<file path="src/rtl/zoom_scheduler.sv">
// Zoom scheduler: launches the nearest-neighbour scaling engine on zoom requests
// and swaps the displayed frame buffer on the next vertical blank.
module zoom_scheduler #(
  parameter logic [23:0] TIMEOUT    = 24'd8_000_000,
  parameter bit          AUTO_START = 1'b1
) (
  input  logic       clk,
  input  logic       rst,
  input  logic       zoom_in_req,
  input  logic       zoom_out_req,
  input  logic       zoom_rst_req,
  input  logic       vblank,
  input  logic       eng_done,
  output logic       eng_start,
  output logic [1:0] eng_zoom_sel,
  output logic [1:0] level,
  output logic       buf_sel,
  output logic       busy,
  output logic       error
);

  // state     | meaning
  // IDLE      | displayed level is final, waiting for a request
  // LAUNCH    | one-cycle engine start, timeout counter starts at 0
  // RUN       | engine rendering into the back buffer
  // SWAP_WAIT | frame ready, waiting for vblank to flip buffers
  // FAULT     | engine timed out, only zoom_rst_req recovers
  localparam logic [2:0] S_IDLE   = 3'd0;
  localparam logic [2:0] S_LAUNCH = 3'd1;
  localparam logic [2:0] S_RUN    = 3'd2;
  localparam logic [2:0] S_SWAP   = 3'd3;
  localparam logic [2:0] S_FAULT  = 3'd4;

  logic [2:0]  state, state_n;
  logic [1:0]  target, target_n;
  logic        pend_valid, pend_valid_n;
  logic [1:0]  pend_target, pend_target_n;
  logic [23:0] cnt, cnt_n;
  logic [1:0]  level_n;
  logic        buf_n;
  logic        auto_go;

  logic [1:0]  ref_lvl;
  logic        req_valid;
  logic [1:0]  req_target;
  logic        eff_valid;
  logic [1:0]  eff_target;

  always_comb begin
    ref_lvl    = (state == S_IDLE) ? level : (pend_valid ? pend_target : target);
    req_valid  = 1'b0;
    req_target = 2'd0;
    if (zoom_rst_req) begin
      req_valid  = 1'b1;
      req_target = 2'd0;
    end else if (zoom_in_req && !zoom_out_req) begin
      req_valid  = 1'b1;
      req_target = (ref_lvl >= 2'd2) ? 2'd2 : ref_lvl + 2'd1;
    end else if (zoom_out_req && !zoom_in_req) begin
      req_valid  = 1'b1;
      req_target = (ref_lvl == 2'd0) ? 2'd0 : ref_lvl - 2'd1;
    end
  end

  // A request arriving on the swap edge itself overrides the stored pending one.
  assign eff_valid  = req_valid | pend_valid;
  assign eff_target = req_valid ? req_target : pend_target;

  always_comb begin
    state_n       = state;
    target_n      = target;
    pend_valid_n  = pend_valid;
    pend_target_n = pend_target;
    cnt_n         = cnt;
    level_n       = level;
    buf_n         = buf_sel;
    case (state)
      S_IDLE: begin
        if (auto_go) begin
          state_n  = S_LAUNCH;
          target_n = 2'd0;
        end else if (req_valid && req_target != level) begin
          state_n  = S_LAUNCH;
          target_n = req_target;
        end
      end
      S_LAUNCH: begin
        state_n = S_RUN;
        cnt_n   = cnt + 24'd1;
      end
      S_RUN: begin
        if (eng_done) begin
          state_n = S_SWAP;
        end else if (cnt == TIMEOUT - 24'd1) begin
          state_n = S_FAULT;
        end else if (cnt != 24'hFF_FFFF) begin
          cnt_n = cnt + 24'd1;
        end
      end
      S_SWAP: begin
        if (vblank) begin
          buf_n        = ~buf_sel;
          level_n      = target;
          pend_valid_n = 1'b0;
          if (eff_valid && eff_target != target) begin
            state_n  = S_LAUNCH;
            target_n = eff_target;
          end else begin
            state_n = S_IDLE;
          end
        end
      end
      S_FAULT: begin
        if (zoom_rst_req) begin
          state_n      = S_LAUNCH;
          target_n     = 2'd0;
          pend_valid_n = 1'b0;
        end
      end
      default: state_n = S_IDLE;
    endcase

    if ((state == S_LAUNCH || state == S_RUN || (state == S_SWAP && !vblank)) && req_valid) begin
      pend_valid_n  = 1'b1;
      pend_target_n = req_target;
    end

    // The counter reads 0 during LAUNCH so it measures cycles since eng_start.
    if (state_n == S_LAUNCH) cnt_n = 24'd0;
  end

  always_ff @(posedge clk or posedge rst) begin
    if (rst) begin
      state       <= S_IDLE;
      target      <= 2'd0;
      pend_valid  <= 1'b0;
      pend_target <= 2'd0;
      cnt         <= 24'd0;
      level       <= 2'd0;
      buf_sel     <= 1'b0;
      eng_start   <= 1'b0;
      auto_go     <= AUTO_START;
    end else begin
      state       <= state_n;
      target      <= target_n;
      pend_valid  <= pend_valid_n;
      pend_target <= pend_target_n;
      cnt         <= cnt_n;
      level       <= level_n;
      buf_sel     <= buf_n;
      eng_start   <= (state_n == S_LAUNCH);
      auto_go     <= 1'b0;
    end
  end

  assign eng_zoom_sel = target;
  assign busy         = (state == S_LAUNCH) || (state == S_RUN) || (state == S_SWAP);
  assign error        = (state == S_FAULT);

endmodule

</file>
<file path="config.mk">
export PLATFORM = sky130hd
export DESIGN_NAME = zoom_scheduler
export DESIGN_NICKNAME = d
export VERILOG_FILES = /design/src/rtl/zoom_scheduler.sv
export SDC_FILE = /design/constraint.sdc
export NUM_CORES = 1
export LEC_CHECK = 0
export CORE_MARGIN = 1
export CORE_UTILIZATION = 30
export CTS_CLUSTER_DIAMETER = 100
export DETAILED_ROUTE_END_ITERATION = 10
export PLACE_DENSITY_LB_ADDON = 0.05
export RECOVER_POWER = 25
export SLEW_MARGIN = 20
export SYNTH_ARGS = -nofsm -noshare
export SYNTH_HDL_FRONTEND = slang
export SYNTH_SLANG_ARGS = --single-unit
</file>
<file path="constraint.sdc">
create_clock -name clk -period 2.2 [get_ports clk]
set_input_delay 0.44 -clock clk [delete_from_list [all_inputs] [get_ports clk]]
set_output_delay 0.44 -clock clk [all_outputs]
set_load 0.01 [all_outputs]
</file>
==> flow_summary.ini <==
[run_status]
outcome = finished with violations
violations = setup timing

[worst_setup_path]
cp_max_fo = 4
crit_path_start_kind = register
cp.required_ns = 2.38
r2r_cells = 8
crit_start = pend_valid$_DFFE_PP0P_
endpoint_kind = register
arrival_ns = 2.66
timing.rr.start = pend_valid$_DFFE_PP0P_
crit_type = register to register

[global_route]
grt_first_pass_wirelength_um = 10500
grt-ovfl-total = 0
grt_antenna_before_repair = 0
grt_max_degree = 38
grt_pass1_vias = 2045
grt_use_total = 0.174

[die]
die_area_sq_um = 8010
die_w_um = 89.5
start_util = 0.313
design.core.area_sq_um = 7330
io_pins = 15
row_count = 31
die_h_um = 89.5

[hold_path]
min_from = buf_sel$_DFFE_PP0P_
hold_class = register to register
whs_path_depth = 1

[detailed_routing]
routedWlPerCell_um = 15.0
viasPerCell = 4.93
drtAntennaViolNets = 0
routed_wl_um = 6420
vias = 2110
drc = 0
drt_first_pass_iters = 4
drtIter0Drc = 68

[synth]
synth.most_common_cell = nor2_1
synth_commonest_cells = 43 x nor2_1, 36 x dfrtp_1, 23 x nand2_1, 17 x xnor2_1, 11 x nand3_1
synthCells = 255
synth-seq-area-share = 0.404
synth_area_per_cell_sq_um = 9.00
async_reset_ff_frac = 1.00
ys_types = 51
synth_edf_count = 0
synth_area_leader_cell = dfrtp_1
synth_top_area_share = 0.392
yosys_warnings = 0
synth_area_sq_um = 2300
synth_nets = 265
ys_ff_latch = 37
ys.flop_type = dfrtp_1
synth.area.top_cells = dfrtp_1 39%, nor2_1 7.0%, xnor2_1 6.5%, nand2_1 3.8%, mux2i_1 3.1%

[clocking]
path_clk_slew_ns = 0.08
cts_buffer_depth = 2
tritoncts = yes
holdBufCountCts = 0
numClockSinks = 37
htreeDepth = 2
cts_buffers = 5
clock_latency_ns = 0.29
cts_root_buffer = clkbuf_8

[timing]
period_share = 1.13
slew_headroom = 0.362
fmax_mhz = 404
hold_viol = 0
period_minus_slack_ns = 2.48
skew_ns = 0.00540
worst_pin_slew_ns = 0.957
rsz0062_at_grt = yes
timing.final.max_slew_violations = 0
finalSetupViolCount = 28
layout_setup_ws_ns = -0.275

[pwr]
power.internal_w = 0.00238
p_per_area_nw_per_um2 = 1140
power_frac_comb = 0.643
p_seq_frac = 0.232
p_sw_frac = 0.407
peakVddDrop_uv = 369
p_switching_w = 0.00164
p_leak_nw = 1.42
p_clk_frac = 0.124

[finish]
antenna_cells = 0
fillers = 701
drive_gt1_frac = 0.404
fin_area_sq_um = 3530
area_delta_synth_final_pct = 53.6
layout.nets = 339
final_cells = 428

[placed_design]
numPlacedInstances = 404
port_buffers = 14
placed_cell_area_sq_um = 2960
gp_congestion = 0.797
hpwl_um = 4180

[job]
drv_cap = 0
placed cells by master (no fill, tap or decap), types with 6 or more instances in the layout:
cell,netlist,layout
buf_4,0,54
dfrtp_1,36,34
nor2_1,43,23
nand2_1,23,23
nor2_4,0,18
xnor2_1,17,17
nand4_1,10,10
nand3_1,11,9
clkdlybuf4s50_1,0,9
inv_1,10,8
o21ai_0,7,7
xor2_1,7,7
clkbuf_8,0,6
power by group through the flow:
stage	Clock [W]	Combinational [W]	Sequential [W]
finish	0.000499	0.00258	0.000934
global route	0.000543	0.00278	0.000950
CTS	0.000518	0.00223	0.000931
global placement	0	0.00170	0.000931
floorplan	0	0.00102	0.000937
detailed placement	0	0.00169	0.000934
cell type report:
cell class	instances	area (sq um)	area share
multi-input combinational	197	1630	0.463
tap	99	124	0.0351
inverter	10	52.6	0.0149
clock buffer	7	86.3	0.0245
sequential	37	930	0.264
timing repair buffer	78	701	0.199
flip-flops by register name (all words and copies together), names as in the netlist:
signal,flops
pend_target,2
cnt,24
eng_zoom_sel,2
buf_sel,1
eng_start,1
state,3
auto_go,1
pend_valid,1
level,2
logic make-up after synthesis:
kind of cell,Yosys count,share of synthesized area
compound gates,31,0.108
simple gates,130,0.295
other cells,1,0.00163
buf+inv,21,0.0463
mux,8,0.0371
flops,37,0.404
fa+ha+maj,3,0.0164
xor+xnor,24,0.0916
repair_timing:
action,4_1_cts,5_1_grt
resized for setup,38,38
endpoints found under the hold margin,0,0
pin swaps,8,12
buffers inserted,7,7
endpoints found under the setup margin,29,30
cloned,2,1
per-layer routing:
metal	GRT usage	routed length (um)	up-vias
li1	-	-	1040
met1	0.229	2990	1029
met2	0.297	3150	31
met3	0.0286	174	10
met4	0.0476	111	0
met5	0	0	-
through the flow:
step,hold WS (ns),setup WS [ns],utilization,TNS (ns),total power [W]
2_1_floorplan,0.508,-0.119,-,-0.293,0.00195
3_3_place_gp,0.462,-0.796,0.404,-20.21,0.00263
3_5_place_dp,0.470,-0.828,0.404,-21.10,0.00262
4_1_cts,0.484,-0.243,0.451,-4.28,0.00368
5_1_grt,0.496,-0.379,0.481,-7.84,0.00427
6_report,0.477,-0.275,0.481,-5.10,0.00402
critical path: stages, from the launching register on:
cell and delay (ns):
dfrtp_2 0.44, mux2i_4 0.32, mux2i_4 0.33, o32ai_4 0.13, or4b_4 0.51, nand3_4 0.11
a221oi_4 0.09, buf_4 0.16, mux2_4 0.28
final timing paths:
path | to | slack, ns
max | eng_zoom_sel[0]$_DFFE_PP0P_ | -0.28
min | buf_sel$_DFFE_PP0P_ | 0.48
max reg2reg | eng_zoom_sel[0]$_DFFE_PP0P_ | -0.28
min reg2reg | buf_sel$_DFFE_PP0P_ | 0.48
max in group asynchronous | state[2]$_DFF_PP0_ | 0.66
min in group asynchronous | buf_sel$_DFFE_PP0P_ | 0.88
No activity file was read; power rests on OpenSTA's default activity.
==> patch: new RTL, same settings <==
Set the parameter `AUTO_START` to 1'b0 (it was 1'b1).
--- a/src/rtl/zoom_scheduler.sv
+++ b/src/rtl/zoom_scheduler.sv
@@ -4,3 +4,3 @@
   parameter logic [23:0] TIMEOUT    = 24'd8_000_000,
-  parameter bit          AUTO_START = 1'b1
+  parameter bit          AUTO_START = 1'b0
 ) (
Behaviour: not the same (a bounded check fails within 4 cycles, from zero or initial values and one cycle with rst high).
==> patch against the original RTL <==
  * The run still ends with negative setup slack left
  * Power down 25%
  * Wire length down 16%
  * Utilization down 3.0 points
  * Global-route usage down 1.5 points
  * Setup slack worse by 60 ps
  * Area after synthesis down 5.9%
  * Clock skew up 5.7 ps
  * First-iteration DRC count up 38%
  * Sequential cell count down 1
  * Combinational power down 33%
  * Final area down 12%
==> patch: results <==
synthesis:
  synth_cell_types: 42
  synth_area_leaders: "dfrtp_1 (42%), xnor2_1 (6.9%), nor2_1 (5.7%), nand2_1 (4.2%), xor2_1 (4.1%)"
power_and_ir_drop:
  p_leak_nw: 1.29
timing:
  fin_tns_setup_ps: -7200
  worst_slack_ps: -335
  setup_viol: 28
  fin_worst_skew_ps: 11.1
routing:
  wl_met1_mm: 2.89
  drt_iter0_drc: 94
  wl_met2_mm: 2.36
  vias_per_cell: 4.71
placement:
  globalplace.congestion: 0.781
die:
  start_util_pct: 31.5
global_route:
  grt_pass1_vias: 1936
  grtUsageTotal_pct: 15.9
  grt_pass1_wl_mm: 9.42
  met2_usage_pct: 23.8
  grt_max_degree: 37
critical_path:
  slowest_stage: "dfrtp_1"
  cp_slowest_stage_delay_ps: 430
  cp.arrival_ps: 2700
  cp_top_family: "compound AO/OA/AOI/OAI gates"
cells_and_area:
  layout.nets: 320
status:
  status: "finished with violations"
  failed_checks: "negative setup slack"
==> patch: changes by cell type after synthesis, moves of 4 or more <==
cell     before  now
buf_2         4    0
nand3_1      11   15
nor3_1        7   14
nor4_1        6    2
nor2_1       43   33
mux2i_1       7    0
==> patch: kinds of logic after synthesis <==
| logic type | Yosys count | share of synthesized area [%] |
|---|---|---|
| DFF | 36 | 41.7 |
| xor gates and xnor gates | 27 | 10.9 |
| and+or+nand+nor | 117 | 26.7 |
| adders and majority gates | 3 | 1.74 |
| buffers and inverters | 19 | 4.86 |
| muxes | 5 | 2.95 |
| AOI/OAI and AO/OA | 31 | 11.1 |
==> patch: worst register-to-register path, stage by stage, from the launching register on <==
cell	delay [ps]
dfrtp_1	430
mux2_4	350
o32ai_4	420
a2111oi_4	80
o21a_1	180
o32a_1	360
o221a_4	300
mux2_4	300
==> patch: cell type report <==
| type | instances | share of cell area, % |
|---|---|---|
| Tap cell | 96 | 3.87 |
| Timing Repair Buffer | 74 | 19.5 |
| Inverter | 10 | 1.61 |
| Clock buffer | 6 | 2.34 |
| Sequential cell | 36 | 29.1 |
| Clock inverter | 1 | 0.161 |
| Multi-Input combinational cell | 183 | 43.4 |
==> patch: timing repair <==
action                     in CTS  in global routing
pin swaps                       7                 13
setup endpoints to repair      30                 31
buffers inserted                3                  5
gates resized for setup        19                 19
==> patch: stage by stage <==
step	util (%)	setup WS [ps]	instance area (µm²)	hold slack, ps
after floorplan	-	-350	2250	459
after global placement	41.5	-1110	2850	460
after detailed placement	41.5	-1070	2850	464
after CTS	43.8	-385	3010	482
after global routing	45.1	-412	3100	503
final	45.1	-335	3100	479
==> patch: power breakdown <==
group	internal, mW	switching (mW)	total (mW)
combinational	0.871	0.869	1.74
clock	0.215	0.228	0.444
sequential	0.765	0.0729	0.838
total	1.85	1.17	3.02
